[config.mk]
export PLATFORM = sky130hd
export DESIGN_NAME = rst_sequencer
export DESIGN_NICKNAME = d
export VERILOG_FILES = /design/src/rtl/rst_sequencer.sv
export SDC_FILE = /design/constraint.sdc
export NUM_CORES = 1
export LEC_CHECK = 0
export ABC_AREA = 0
export CAP_MARGIN = 20
export CORE_ASPECT_RATIO = 0.7
export CORE_UTILIZATION = 45
export CTS_CLUSTER_DIAMETER = 80
export DETAILED_ROUTE_END_ITERATION = 10
export DONT_BUFFER_PORTS = 1
export PLACE_DENSITY = 0.65
export SYNTH_ARGS = -nofsm -noshare
export SYNTH_HDL_FRONTEND = slang
export SYNTH_SLANG_ARGS = --single-unit
[constraint.sdc]
create_clock -name clk_sys -period 2.5 [get_ports clk_sys]
set_input_delay 0.5 -clock clk_sys [delete_from_list [all_inputs] [get_ports clk_sys]]
set_output_delay 0.5 -clock clk_sys [all_outputs]
set_load 0.02 [all_outputs]
[src/rtl/rst_sequencer.sv]
`default_nettype none
// ============================================================================
// Module      : rst_sequencer
// Description : Ordered reset-release controller behind the PLL/clock block.
//               It qualifies PLL lock, then releases the SDRAM, core and
//               display resets in order, with guard gaps between releases.
//               It waits for the SDRAM init handshake, with a timeout. It
//               re-sequences on lock loss or on a software reset request.
// Revision    : 1.0 - initial release
// ----------------------------------------------------------------------------
// Ports
//   clk_sys         in   system clock, the only clock of this block
//   rst_n           in   asynchronous active-low reset
//   pll_locked      in   PLL lock (asynchronous), double-flopped internally
//   sdram_init_done in   SDRAM controller init complete (level)
//   soft_rst_req    in   single-cycle pulse, restarts the sequence
//   rst_n_sdram     out  SDRAM controller reset, active-low
//   rst_n_core      out  core datapath reset, active-low
//   rst_n_disp      out  display/interface reset, active-low
//   seq_done        out  high while in RUN
//   seq_err         out  high while in FAULT
//   seq_state       out  current state encoding (debug)
//   lock_loss_cnt   out  saturating count of lock losses after WAIT_LOCK
// ============================================================================
module rst_sequencer #(
  parameter int LOCK_WAIT   = 1024,
  parameter int STAGE_GAP   = 16,
  parameter int ACK_TIMEOUT = 65535,
  parameter int CNT_W       = 16
) (
  input  logic       clk_sys,
  input  logic       rst_n,
  input  logic       pll_locked,
  input  logic       sdram_init_done,
  input  logic       soft_rst_req,
  output logic       rst_n_sdram,
  output logic       rst_n_core,
  output logic       rst_n_disp,
  output logic       seq_done,
  output logic       seq_err,
  output logic [2:0] seq_state,
  output logic [7:0] lock_loss_cnt
);

  typedef enum logic [2:0] {
    S_IDLE      = 3'd0,
    S_WAIT_LOCK = 3'd1,
    S_REL_SDRAM = 3'd2,
    S_WAIT_INIT = 3'd3,
    S_REL_CORE  = 3'd4,
    S_REL_DISP  = 3'd5,
    S_RUN       = 3'd6,
    S_FAULT     = 3'd7
  } state_t;

  // Exit compares are made against N-1. The counter starts at 0 on state
  // entry, so the transition lands on the N-th cycle in the state.
  localparam logic [CNT_W-1:0] c_LOCK_LAST = CNT_W'(LOCK_WAIT - 1);
  localparam logic [CNT_W-1:0] c_GAP_LAST  = CNT_W'(STAGE_GAP - 1);
  localparam logic [CNT_W-1:0] c_ACK_LAST  = CNT_W'(ACK_TIMEOUT - 1);
  localparam logic [CNT_W-1:0] c_CNT_MAX   = {CNT_W{1'b1}};
  localparam logic [CNT_W-1:0] c_CNT_ONE   = CNT_W'(1);

  logic             sync1_q, sync2_q;
  logic             locked_s;
  state_t           state_q, state_d;
  logic [CNT_W-1:0] cnt_q, cnt_d, cnt_inc;
  logic [7:0]       llc_q, llc_d;
  logic             in_released;
  logic             rst_n_sdram_q, rst_n_core_q, rst_n_disp_q;
  logic             seq_done_q, seq_err_q;

  assign locked_s    = sync2_q;
  assign in_released = (state_q >= S_REL_SDRAM) && (state_q <= S_RUN);
  // The shared counter saturates instead of wrapping.
  assign cnt_inc     = (cnt_q == c_CNT_MAX) ? cnt_q : cnt_q + c_CNT_ONE;

  always_comb begin
    state_d = state_q;
    cnt_d   = cnt_q;
    llc_d   = llc_q;
    if (soft_rst_req) begin
      // A software restart outranks lock loss. It does not count as a loss.
      state_d = S_WAIT_LOCK;
      cnt_d   = '0;
    end else if (!locked_s && in_released) begin
      state_d = S_WAIT_LOCK;
      cnt_d   = '0;
      if (llc_q != 8'hFF) llc_d = llc_q + 8'd1;
    end else begin
      case (state_q)
        S_IDLE: begin
          state_d = S_WAIT_LOCK;
          cnt_d   = '0;
        end
        S_WAIT_LOCK: begin
          if (!locked_s) begin
            cnt_d = '0;
          end else if (cnt_q == c_LOCK_LAST) begin
            state_d = S_REL_SDRAM;
            cnt_d   = '0;
          end else begin
            cnt_d = cnt_inc;
          end
        end
        S_REL_SDRAM, S_REL_CORE, S_REL_DISP: begin
          if (cnt_q == c_GAP_LAST) begin
            cnt_d = '0;
            case (state_q)
              S_REL_SDRAM: state_d = S_WAIT_INIT;
              S_REL_CORE:  state_d = S_REL_DISP;
              default:     state_d = S_RUN;
            endcase
          end else begin
            cnt_d = cnt_inc;
          end
        end
        S_WAIT_INIT: begin
          // When init done and the timeout land in the same cycle, init done wins.
          if (sdram_init_done) begin
            state_d = S_REL_CORE;
            cnt_d   = '0;
          end else if (cnt_q == c_ACK_LAST) begin
            state_d = S_FAULT;
            cnt_d   = '0;
          end else begin
            cnt_d = cnt_inc;
          end
        end
        S_RUN:   state_d = S_RUN;
        // FAULT ignores lock loss. Only soft_rst_req (handled above) leaves it.
        S_FAULT: state_d = S_FAULT;
        default: state_d = S_IDLE;
      endcase
    end
  end

  // The outputs decode the next state, so they change on the same edge as the
  // state register.
  always_ff @(posedge clk_sys or negedge rst_n) begin
    if (!rst_n) begin
      sync1_q       <= 1'b0;
      sync2_q       <= 1'b0;
      state_q       <= S_IDLE;
      cnt_q         <= '0;
      llc_q         <= 8'd0;
      rst_n_sdram_q <= 1'b0;
      rst_n_core_q  <= 1'b0;
      rst_n_disp_q  <= 1'b0;
      seq_done_q    <= 1'b0;
      seq_err_q     <= 1'b0;
    end else begin
      sync1_q       <= pll_locked;
      sync2_q       <= sync1_q;
      state_q       <= state_d;
      cnt_q         <= cnt_d;
      llc_q         <= llc_d;
      rst_n_sdram_q <= (state_d >= S_REL_SDRAM) && (state_d <= S_RUN);
      rst_n_core_q  <= (state_d >= S_REL_CORE)  && (state_d <= S_RUN);
      rst_n_disp_q  <= (state_d >= S_REL_DISP)  && (state_d <= S_RUN);
      seq_done_q    <= (state_d == S_RUN);
      seq_err_q     <= (state_d == S_FAULT);
    end
  end

  assign rst_n_sdram   = rst_n_sdram_q;
  assign rst_n_core    = rst_n_core_q;
  assign rst_n_disp    = rst_n_disp_q;
  assign seq_done      = seq_done_q;
  assign seq_err       = seq_err_q;
  assign seq_state     = state_q;
  assign lock_loss_cnt = llc_q;

endmodule
`default_nettype wire

==> results.md <==
* Crit-path slowest cell: or4_4
* Final-report max-slew violation count at 0
* Drt first pass iters at 4
* Nets at 224
* Seq cells post-synth at 34
* Period minus WS final at 2.31 ns
* Synth Cell Area at 0.00188 mm²
* Avg Inst Size Synth at 9.19 µm²
* Top delay family on crit path: simple AND/OR/NAND/NOR gates
* RSZ-0062 raised after global routing: no
* CORE AREA at 0.00397 mm²
* Clock transition at path regs at 0.07 ns
* Most frequent cells in the layout: dfrtp_1 (34), nand2_1 (25), nor2_1 (17)
* Worst setup EP type: register
* Detailed-route DRC error count at 0
* Post-route cell area at 0.00216 mm²
* Root Driver: clkbuf_8
* CTS tree: yes
* DP Worst Slack at 0.163 ns
* Largest net degree at the start of global routing at 35
* Average via count per standard cell at 6.10
* Worst path cell trace: or4_4, nor4_2, o22ai_1, o21a_1, a21o_1, a21o_1
* I/O pin total at 21
* Antenna cell count at 0
* Worst skew pair latency at 0.29 ns
* H-tree depth at 2
* Global-route wire length before repair at 7040 µm
* Switch share at 20.9%
* CP Buf/Inv Count at 0
* Synth Warn # at 0
* Post-synth EDFFs at 0
* Final ANT Viol Nets at 0
* Share of post-route cells with drive strength above 1 at 12.4%
* Initial Utilization at 47.4%
* Total gr overflow at 0
* All-Layer GR Usage at 21.0%
* Non-filler cells, final at 269
* Leakage power at 0.981 nW
* GP Congestion at 0.943
* Initial DRC Count at 222
* Logic pwr share at 3.3%
* Synth cell types at 47
* Flop pwr share at 46.4%
* Number of port buffers at 0
* Switching pwr at 0.000257 W
* Post-DP Area at 0.00200 mm²
* Most frequent cell on the critical path: a21o_1
* WP data arrival at 2.50 ns
* Cell Rows at 19
* Hold WS at 0.0189 ns
* Seq/Total Area, Yosys at 45.2%
* Mapped Nets at 213
* R2R cell count at 6
* Asr flop ratio synth at 100%
* Worst Setup Path Type: register to register
* Fin worst setup slack at 0.190 ns
* Final hold vios at 0
* Worst r2r src: cnt_q[11]$_DFFE_PN0P_
* Setup bufs post-CTS at 0
* Routed WL per cell at 16.3 µm
* # setup viols final at 0
* Status: finished, final reports clean
* HPWL after detailed placement at 3200 µm
* Crit-path max cell delay at 0.55 ns
* Worst EP required at 2.69 ns
* Routed wire length at 4390 µm
* Die area at 0.00445 mm²
* Worst vdd ir at 0.469 mV
* Top FF cell, synth: dfrtp_1
* Area Overhead vs Synth at 14.7%
* Via count at 1640
* TNS Setup at 0 ns
* Die width at 79.3 µm
* Die height at 56.1 µm
* Max-cap violation count at 0
* Worst slew pin tran at 0.807 ns
* CTS max path bufs at 2
* Worst min path class: primary input to asynchronous set/reset pin
* Worst Setup SP: cnt_q[11]$_DFFE_PN0P_
* Relative slew slack at 44.8%
* Cell count after synthesis at 205
* Vias in the first global route at 1477
* Stages on worst setup path at 6
* Initial antenna violation count at 0
* Worst setup SP type: register
* # fillers at 339
* Commonest non-fill, non-tap cell in the layout: dfrtp_1
* Placed cells at 260
* Crit-path max FO at 9
* TritonCTS buffer count at 5
* Power Dens Cells at 569 mW/mm²
* Clk pwr share at 50.3%
* Crit share post-route at 92.4%
* Fmax at 0.433 GHz
* Clock sink count at 34
* Final Skew at 0.00332 ns
* Internal at 0.000971 W
-- power by group through the flow --
| stage | Sequential (W) | Combinational, W | Clock, W |
|---|---|---|---|
| 2_1_floorplan | 0.000579 | 0.0000205 | 0 |
| 3_3_place_gp | 0.000580 | 0.0000258 | 0 |
| 3_5_place_dp | 0.000581 | 0.0000265 | 0 |
| 4_1_cts | 0.000570 | 0.0000410 | 0.000623 |
| 5_1_grt | 0.000571 | 0.0000469 | 0.000644 |
| 6_report | 0.000570 | 0.0000411 | 0.000617 |
-- path summary, 6_finish.rpt --
path                                                end  slack, ns
min in group clk_sys                  sync1_q$_DFF_PN0_       0.23
min                              seq_state[2]$_DFF_PN0_       0.02
max reg2reg                        cnt_q[8]$_DFFE_PN0P_       0.19
min reg2reg                          locked_s$_DFF_PN0_       0.36
max                                cnt_q[8]$_DFFE_PN0P_       0.19
max in group asynchronous  lock_loss_cnt[7]$_DFFE_PN0P_       2.30
-- logic make-up after synthesis --
group                      count (synthesis)  synth area share (%)
xor gates and xnor gates                  15                  6.98
buffers and inverters                     15                  2.99
adders and majority gates                  3                  1.99
AOI/OAI and AO/OA                         40                  14.6
and+or+nand+nor                           97                  27.6
muxes                                      1                 0.598
DFF                                       34                  45.2
-- cell usage after synthesis, drive strengths merged (5+ instances only) --
| cell | n | area share (%) |
|---|---|---|
| nor3 | 9 | 2.7 |
| dfrtp | 34 | 45 |
| nand2 | 25 | 5.0 |
| a31oi | 5 | 1.7 |
| xnor2 | 6 | 2.8 |
| inv | 8 | 1.6 |
| xor2 | 9 | 4.2 |
| clkbuf | 7 | 1.4 |
| o21ai | 6 | 1.6 |
| a21oi | 6 | 1.6 |
| nor4 | 5 | 2.0 |
| and3 | 9 | 3.3 |
| nor2 | 18 | 3.7 |
| nand3 | 7 | 1.9 |
| nand4 | 8 | 2.7 |
-- registers in the layout (all words and copies together), names as in the netlist --
| signal | flops |
|---|---|
| lock_loss_cnt | 8 |
| cnt_q | 16 |
| rst_n_sdram | 1 |
| rst_n_disp | 1 |
| seq_state | 3 |
| sync1_q | 1 |
| seq_err | 1 |
| locked_s | 1 |
| rst_n_core | 1 |
| seq_done | 1 |
-- worst reg2reg max path, delay by kind of cell (launching register included) --
family	cells	cell delay [ns]
AND/OR/NAND/NOR	2	0.89
flip-flops	1	0.44
AO/OA/AOI/OAI	4	0.89
-- through the flow --
stage / total power [W] / util [%]
final: 0.00123 / 54.4
after global routing: 0.00126 / 54.4
after CTS: 0.00123 / 54.3
after detailed placement: 0.000607 / 50.3
after global placement: 0.000606 / 50.3
after floorplan: 0.000599 / -
-- layer usage --
layer | up-vias | GRT usage [%] | wire, µm
met1 | 788 | 28.0 | 2000
li1 | 775 | - | -
met3 | 7 | 6.23 | 340
met2 | 70 | 31.4 | 1980
met5 | - | 0 | 0
met4 | 0 | 9.61 | 65
-- what timing repair did --
item                                    CTS  global route
resized for setup                         0             1
hold buffers                              1             0
endpoints found under the setup margin    0             7
endpoints found under the hold margin    34             0
-- area by class of cell --
type,instances,area (µm²),area share [%]
Multi-Input combinational cell,156,981,45.4
Sequential cell,34,851,39.4
Timing Repair Buffer,11,95.1,4.40
Clock buffer,5,68.8,3.19
Clock inverter,3,68.8,3.19
Tap cell,52,65.1,3.01
Inverter,8,30.0,1.39
Power figures use the tool's default switching activity.
